===== src/rtl/layer_seq_pkg.sv =====
// layer_seq_pkg: state encoding and sizing helpers shared by the layer sequencer.
package layer_seq_pkg;

  localparam int NN_DEFAULT = 30;
  localparam int FRAME_LAST = NN_DEFAULT - 1;

  typedef enum logic [1:0] {
    IDLE  = 2'd0,
    SHIFT = 2'd1,
    DONE  = 2'd2
  } seq_state_t;

  // Bits needed to index n values; never narrower than one bit.
  function automatic int clog2_nn(input int n);
    int r;
    r = 1;
    for (int i = 1; i < 31; i++)
      if ((1 << i) < n) r = i + 1;
    return r;
  endfunction

endpackage


===== src/rtl/layer_capture_buf.sv =====
// layer_capture_buf: per-neuron valid-flag accumulation plus the active (streaming)
// and pending frame buffers of layer_seq_ctrl; also owns the sticky overflow flag.
module layer_capture_buf
  import layer_seq_pkg::*;
#(
  parameter int NN        = FRAME_LAST + 1,
  parameter int dataWidth = 16,
  parameter int CNT_W     = clog2_nn(NN)
) (
  input  logic                    clk,
  input  logic                    rst,
  input  logic [NN-1:0]           up_valid,
  input  logic [NN*dataWidth-1:0] up_data,
  input  logic                    load,
  input  logic [CNT_W-1:0]        rd_idx,
  output logic [dataWidth-1:0]    rd_data,
  output logic                    frame_avail,
  output logic                    overflow
);

  logic [NN-1:0]           flags;
  logic [NN*dataWidth-1:0] active_buf;
  logic [NN*dataWidth-1:0] pending_buf;
  logic                    pending_valid;
  logic                    cap_done;

  assign cap_done    = &(flags | up_valid);
  assign frame_avail = cap_done | pending_valid;
  assign rd_data     = active_buf[rd_idx*dataWidth +: dataWidth];

  // Every flagged neuron keeps following up_data until completion, so at the
  // completing edge the whole frame equals the current up_data bus.
  always_ff @(posedge clk) begin
    if (!rst) begin
      flags         <= '0;
      active_buf    <= '0;
      pending_buf   <= '0;
      pending_valid <= 1'b0;
      overflow      <= 1'b0;
    end else begin
      flags <= cap_done ? '0 : (flags | up_valid);
      if (load)
        active_buf <= pending_valid ? pending_buf : up_data;
      if (cap_done && pending_valid)
        overflow <= 1'b1;
      if (load && pending_valid) begin
        pending_valid <= 1'b0;
      end else if (cap_done && !load && !pending_valid) begin
        pending_buf   <= up_data;
        pending_valid <= 1'b1;
      end
    end
  end

endmodule


===== src/rtl/layer_seq_ctrl.sv =====
// layer_seq_ctrl: captures a layer's parallel outputs and streams them serially to
// the next layer. Define LAYER_SEQ_ARGMAX_EN to add the max_idx/max_valid argmax outputs.
module layer_seq_ctrl
  import layer_seq_pkg::*;
#(
  parameter int NN        = FRAME_LAST + 1,
  parameter int dataWidth = 16,
  parameter int IDX_W     = 8
) (
  input  logic                    clk,
  input  logic                    rst,
  input  logic [NN-1:0]           up_valid,
  input  logic [NN*dataWidth-1:0] up_data,
  input  logic                    dn_stall,
  output logic                    x_valid,
  output logic [dataWidth-1:0]    x_out,
  output logic [IDX_W-1:0]        x_idx,
  output logic                    frame_done,
  output logic                    busy,
  output logic                    overflow
`ifdef LAYER_SEQ_ARGMAX_EN
  ,
  output logic [IDX_W-1:0]        max_idx,
  output logic                    max_valid
`endif
);

  localparam int CNT_W = clog2_nn(NN);
  localparam logic [CNT_W-1:0] LAST_IDX = CNT_W'(NN - 1);

  seq_state_t           state, state_nx;
  logic [CNT_W-1:0]     cnt;
  logic [dataWidth-1:0] rd_data;
  logic                 frame_avail;
  logic                 load;
  logic                 issue;
  logic                 closing;

  layer_capture_buf #(
    .NN        (NN),
    .dataWidth (dataWidth),
    .CNT_W     (CNT_W)
  ) u_capture (
    .clk         (clk),
    .rst         (rst),
    .up_valid    (up_valid),
    .up_data     (up_data),
    .load        (load),
    .rd_idx      (cnt),
    .rd_data     (rd_data),
    .frame_avail (frame_avail),
    .overflow    (overflow)
  );

  always_ff @(posedge clk) begin
    if (!rst) state <= IDLE;
    else      state <= state_nx;
  end

  always_comb begin
    state_nx = state;
    unique case (state)
      IDLE:    if (frame_avail) state_nx = SHIFT;
      SHIFT:   if (!dn_stall && cnt == LAST_IDX) state_nx = DONE;
      DONE:    state_nx = frame_avail ? SHIFT : IDLE;
      default: state_nx = IDLE;
    endcase
  end

  // DONE may chain straight into the next frame when one is already waiting.
  always_comb begin
    load    = 1'b0;
    issue   = 1'b0;
    closing = 1'b0;
    unique case (state)
      IDLE:  load = frame_avail;
      SHIFT: issue = !dn_stall;
      DONE: begin
        closing = 1'b1;
        load    = frame_avail;
      end
      default: ;
    endcase
  end

  assign busy = (state == SHIFT) || (state == DONE);

  always_ff @(posedge clk) begin
    if (!rst) begin
      cnt        <= '0;
      x_valid    <= 1'b0;
      x_out      <= '0;
      x_idx      <= '0;
      frame_done <= 1'b0;
    end else begin
      x_valid    <= issue;
      frame_done <= closing;
      if (load) begin
        cnt <= '0;
      end else if (issue) begin
        cnt   <= cnt + 1'b1;
        x_out <= rd_data;
        x_idx <= IDX_W'(cnt);
      end
    end
  end

`ifdef LAYER_SEQ_ARGMAX_EN
  logic signed [dataWidth-1:0] run_max;
  logic [CNT_W-1:0]            run_idx;

  // Strict greater-than keeps the lowest index on ties; index 0 seeds each frame.
  always_ff @(posedge clk) begin
    if (!rst) begin
      run_max   <= '0;
      run_idx   <= '0;
      max_idx   <= '0;
      max_valid <= 1'b0;
    end else begin
      max_valid <= closing;
      if (closing)
        max_idx <= IDX_W'(run_idx);
      if (issue && (cnt == '0 || $signed(rd_data) > run_max)) begin
        run_max <= rd_data;
        run_idx <= cnt;
      end
    end
  end
`endif

endmodule


===== config.mk =====
export PLATFORM = sky130hd
export DESIGN_NAME = layer_seq_ctrl
export DESIGN_NICKNAME = d
export VERILOG_FILES = /design/src/rtl/layer_seq_pkg.sv /design/src/rtl/layer_capture_buf.sv /design/src/rtl/layer_seq_ctrl.sv
export SDC_FILE = /design/constraint.sdc
export NUM_CORES = 2
export LEC_CHECK = 0
export CORE_MARGIN = 4
export CORE_UTILIZATION = 50
export CTS_CLUSTER_SIZE = 14
export DETAILED_ROUTE_END_ITERATION = 16
export GPL_ROUTABILITY_DRIVEN = 0
export MAX_ROUTING_LAYER = met4
export PLACE_DENSITY = 0.78
export SYNTH_ARGS = -nofsm -noshare
export SYNTH_HDL_FRONTEND = slang
export SYNTH_HIERARCHICAL = 1
export SYNTH_SLANG_ARGS = --single-unit
export TNS_END_PERCENT = 10

===== constraint.sdc =====
create_clock -name clk -period 7.7 [get_ports clk]
set_input_delay 0.77 -clock clk [delete_from_list [all_inputs] [get_ports clk]]
set_output_delay 0.77 -clock clk [all_outputs]
set_load 0.02 [all_outputs]

Yosys cells after proc, flatten, opt, wreduce, memory -nomap -nowiden
Cells that the tools add are included.
{"block": "totals", "ff_bits": 1022, "latch_bits": 0, "ram_bits": 0, "rom_bits": 0, "out_inout_bits": 28, "word_cells": 49, "memories": 0}
{"block": "op_classes", "addsub": 1, "n_mul": 0, "n_div": 0, "order_cmp": 0, "n_eq_ne": 5, "n_shift": 1, "mux": 8, "n_bitwise": 5, "n_reduce_logical": 18}
{"cell": "$mux 480", "count": 1}
{"cell": "$shiftx 480x10->16", "count": 1}
{"cell": "$or 30x30->30", "count": 1}
{"cell": "$reduce_and 30->1", "count": 1}
{"cell": "$reduce_or 2->1", "count": 4}
{"cell": "$pmux 2 s3", "count": 1}
{"cell": "$reduce_and 2->1", "count": 3}
{"cell": "$add 5x1->5 const B", "count": 1}
{"cell": "$eq 5x5->1 const B", "count": 1}
{"cell": "$logic_and 1x1->1", "count": 5}
{"cell": "$mux 1", "count": 4}
{"cell": "$mux 2", "count": 2}
{"cell": "$ne 2x2->1 const B", "count": 2}
{"cell": "$logic_not 1->1", "count": 3}
{"cell": "$not 1->1", "count": 3}
{"cell": "$eq 2x1->1 const B", "count": 1}
{"cell": "$eq 2x2->1 const B", "count": 1}
{"cell": "$logic_not 2->1", "count": 1}
{"cell": "$logic_or 1x1->1", "count": 1}
{"cell": "$or 1x1->1", "count": 1}

Longest topological paths before layout
{"block": "depth", "depth_word": 8, "ltp_mapped": 16, "ltp_nobuf": 10}

Modules after synthesis
The synthesis kept the hierarchy.
{"module": "layer_capture_buf", "instances": 1, "cells_each": 4726, "area_per_inst_um2": 46397.0}
{"module": "layer_seq_ctrl", "instances": 1, "cells_each": 148, "area_per_inst_um2": 1295.0}

Worst setup path before layout
OpenSTA, ideal clock, no wires.
{"block": "synth_timing", "path_type": "input to register", "start": "in up_valid[20]", "end": "reg u_capture.active_buf[180]", "arrival_ns": 3.247, "t_required_ns": 7.584, "slack_ns": 4.337, "cell_stages": 13, "path_buffers": 5, "cell_sequence": "nor2_1 -> nor4_1 -> nand4_1 -> clkbuf_1 -> o21ai_0 -> o21ai_2 -> inv_1 -> clkbuf_1 -> clkbuf_1 -> clkbuf_1 -> clkbuf_1 -> nand2_1 -> o211a_1"}
{"block": "synth_via", "elab_chain_len": 4}
{"item": "start, declared", "line": "layer_seq_ctrl.sv:12", "text": "input logic [NN-1:0] up_valid,"}
{"item": "$or 30x30->30", "line": "layer_capture_buf.sv:27", "text": "assign cap_done = &(flags | up_valid);"}
{"item": "$reduce_and 30->1", "line": "layer_capture_buf.sv:27"}
{"item": "$or 1x1->1", "line": "layer_capture_buf.sv:28", "text": "assign frame_avail = cap_done | pending_valid;"}
{"item": "via frame_avail", "line": "layer_seq_ctrl.sv:34", "text": "logic frame_avail;"}
{"item": "$mux 1", "line": "layer_seq_ctrl.sv:75", "text": "unique case (state)"}
{"item": "via load", "line": "layer_seq_ctrl.sv:35", "text": "logic load;"}
{"item": "end signal, assigned", "line": "layer_capture_buf.sv:43", "text": "active_buf <= pending_valid ? pending_buf : up_data;"}
{"item": "end, declared", "line": "layer_capture_buf.sv:22", "text": "logic [NN*dataWidth-1:0] active_buf;"}
The timed path passes the listed nets, and every way through them passes these cells.
A chain may end at the register's enable or synchronous reset.

Worst setup path in the final report
{"block": "layout_timing", "start": "in up_valid[9]", "end": "reg u_capture.pending_buf[413]"}
{"block": "layout_via", "elab_chain_len": 8, "elab_cells_between_ends": 10, "classes_between": "1 x mux; 3 x bitwise; 6 x reduce/logical"}
{"item": "$or 30x30->30 (*)", "line": "layer_capture_buf.sv:27"}
{"item": "$reduce_and 30->1 (*)", "line": "layer_capture_buf.sv:27"}
{"item": "$or 1x1->1 (*)", "line": "layer_capture_buf.sv:28"}
{"item": "via frame_avail", "line": "layer_seq_ctrl.sv:34"}
{"item": "$mux 1 (*)", "line": "layer_seq_ctrl.sv:75"}
{"item": "via load", "line": "layer_seq_ctrl.sv:35"}
{"item": "$logic_not 1->1", "line": "layer_capture_buf.sv:48", "text": "end else if (cap_done && !load && !pending_valid) begin"}
{"item": "$logic_and 1x1->1 (2 in a row)", "line": "layer_capture_buf.sv:48"}
{"item": "$reduce_and 2->1 (no source line) (*)"}
{"item": "end signal, assigned", "line": "layer_capture_buf.sv:49", "text": "pending_buf <= up_data;"}
{"item": "end, declared", "line": "layer_capture_buf.sv:23", "text": "logic [NN*dataWidth-1:0] pending_buf;"}
Mark *: on every way through the listed nets, which the timed path passes. The rest lies on a longest branch.

==> metrics <==
Max Cap Viol=0; CTS tree=done; worst setup path class=input pin to flip-flop; EDFF count, synth=0; first-pass iteration count of the detailed router=6; CP arrival=5.95 ns; vias in the first global route=36671; Synth Register Bits=1022; Area Overhead vs Synth=18.7%; sequential area share after synthesis=42.9%; ys flop type=dfxtp_1; data required time of the worst path=8.30 ns; DP Wirelength=97.3 mm; synthesized cell area=0.0477 mm²; fraction of layout cells with a size suffix above 1=6.10%; post_cts resized=0; grt ovf=0; hold_buf cts=0; Leakage=21.6 nW; CTS root buffer=clkbuf_16; commonest non-fill, non-tap cell in the layout=dfxtp_1; Rel. slew slack=1.46%; die span in y=317 µm; Worst Setup SP=up_valid[9]; Max H-tree Level=3; status=finished, final reports clean; final hold vios=0; GR Util All Layers=29.7%; RSZ-0062 raised after global routing=false; initial antenna violation count=45; CP max-delay cell=nor4_1; RR Startpoint=u_capture/flags[9]$_SDFF_PP0_; syn_area_per_cell=9.78 µm²; initial DRC count=4294; Period Utilization, post-route=69.5%; largest net degree at the start of global routing=260; final wirelength=153 mm; PortBufs=537; WHS=0.453 ns; max-slew violations=0; final core utilization=59.7%; synth warn=6; most frequent cells in the layout=dfxtp_1, clkdlybuf4s50_1, nand2_1, mux2i_1, o21ai_0; Worst-path clk slew=0.06 ns; first-pass GRT wire length=225 mm; DR vias/cell=6.13; minimum clock period=5.35 ns; row count=113; Initial Util=50.3%; final net count=5546; clock buffer depth=3; drt drc=0; Setup crit start kind=input pin; die footprint=0.100 mm²; vias=39404; Antenna Nets Post-Route=0; Routed wire per std cell=23.7 µm; Core ar.=0.0949 mm²; Worst Path Max Fanout=231; power per cell area=201 mW/mm²; maximum operating frequency=187 MHz; Clock Skew=0.0264 ns; VDD IR max=0.165 mV; Worst Hold Class=flip-flop to flip-flop; DIE WIDTH=317 µm; CP max stage delay=0.85 ns; I/O pin cnt=541; Worst Setup End Kind=flip-flop; Setup WS post-layout=2.35 ns; total negative setup slack=0 ns; distinct cell type count after synthesis=51; hold path startpoint=x_out[1]$_SDFFE_PN0P_; ys async rst share=0%; Num CTS Buffers=109; Cell Chain, Critical Path=clkdlybuf4s50_1 > nor2_1 > nor4_1 > nand3_1 > o21ai_0 > o21ai_2 > inv_8 > nor4_1 > nand3_4 > buf_12 > o21ai_0 > a21boi_1; Clock Latency Late Sink=0.69 ns; Place WS=1.73 ns; Post-CTS Setup Bufs=0; final setup fails=0; worst slew pin tran=1.48 ns; Clock Sink Count=1022; Cells after Synth=4874; Fillers=7961
## state kept, by name, summed over array words and instances, names as in the netlist
register / cells
u_capture/active_buf: 480
u_capture/pending_buf: 480
u_capture/flags: 30
x_out: 16
cnt: 5
x_idx: 5
state: 2
frame_done: 1
u_capture/overflow: 1
u_capture/pending_valid: 1
x_valid: 1
## path summary, 6_finish.rpt
kind                                                  end  slack (ns)  cells past startpoint
hold reg to reg                     x_out[1]$_SDFFE_PN0P_        0.45                      2
setup reg to reg  u_capture/pending_buf[413]$_SDFFE_PN0P_        2.60                     11
hold / removal                      x_out[1]$_SDFFE_PN0P_        0.45                      2
setup / recovery  u_capture/pending_buf[413]$_SDFFE_PN0P_        2.35                     12
## power breakdown
| group | switching (mW) | internal (mW) |
|---|---|---|
| Combinational | 0.249 | 0.319 |
| Clock | 2.22 | 3.29 |
| Sequential | 0.00370 | 5.30 |
## metrics by stage
step | instance area [µm²] | std cells | power (mW)
floorplan | 47700 | 4876 | 5.61
global placement | 52700 | 6180 | 5.98
detailed placement | 52700 | 6180 | 5.98
CTS | 56500 | 6381 | 11.5
global route | 56600 | 6417 | 11.7
finish | 56600 | 6427 | 11.4
## layer usage
layer,vias up,track usage (%),wire (µm)
li1,18168,-,-
met5,-,-,0
met1,19580,38.4,63600
met4,0,13.4,6230
met2,1401,46.0,72000
met3,255,4.75,10800
## critical path, delay by kind of cell
| family | cells | cell delay [ns] |
|---|---|---|
| AO/OA/AOI/OAI | 4 | 1.36 |
| buffers and inverters | 3 | 1.72 |
| AND/OR/NAND/NOR | 5 | 1.80 |
## cell families (layout without fill, tap and decap cells)
logic type | count (synthesis) | after routing | share of synthesized area, %
other | 1 | 49 | 0.00786
flip-flops | 1022 | 1022 | 42.9
XOR/XNOR | 4 | 4 | 0.0735
AO/OA/AOI/OAI | 1517 | 1517 | 23.8
buffers and inverters | 546 | 786 | 5.42
adder cells (fa/ha/maj) | 7 | 7 | 0.184
AND/OR/NAND/NOR | 1126 | 1126 | 10.3
multiplexers | 651 | 651 | 17.2
## area by class of cell
class / count / area [µm²] / area share, %
Multi-Input combinational cell: 3308 / 24700 / 43.6
Sequential cell: 1022 / 20500 / 36.2
Timing Repair Buffer: 577 / 5920 / 10.5
Clock buffer: 159 / 3240 / 5.73
Tap cell: 1265 / 1580 / 2.80
Clock inverter: 42 / 546 / 0.964
Antenna cell: 46 / 115 / 0.203
Inverter: 8 / 37.5 / 0.0663
## synth_stat cells (2+ instances only)
cell type | count | area share, %
o221ai_1 | 6 | 0.11
buf_1 | 11 | 0.087
buf_8 | 4 | 0.13
o211a_1 | 480 | 10
a21boi_0 | 244 | 3.8
nor2_1 | 82 | 0.65
mux2i_1 | 529 | 11
a21boi_1 | 257 | 4.0
o21ai_0 | 485 | 5.1
a21o_1 | 13 | 0.20
ha_1 | 7 | 0.18
mux4_2 | 74 | 3.5
and2b_1 | 3 | 0.047
buf_4 | 11 | 0.17
nor4_1 | 6 | 0.079
o22ai_1 | 17 | 0.22
nand4_1 | 3 | 0.039
clkbuf_1 | 326 | 2.6
buf_2 | 151 | 1.6
and2_1 | 2 | 0.026
nand3_1 | 483 | 5.1
a211o_1 | 3 | 0.055
xor2_1 | 3 | 0.055
nor2b_1 | 2 | 0.026
dfxtp_1 | 1022 | 43
nand2b_1 | 2 | 0.026
buf_6 | 34 | 0.80
mux4_1 | 48 | 2.6
or2b_1 | 2 | 0.031
a31o_2 | 3 | 0.055
inv_1 | 8 | 0.063
nand2_1 | 529 | 4.2
nor3_1 | 4 | 0.042
a2111oi_0 | 3 | 0.055
(Power assumes the default switching activity.)
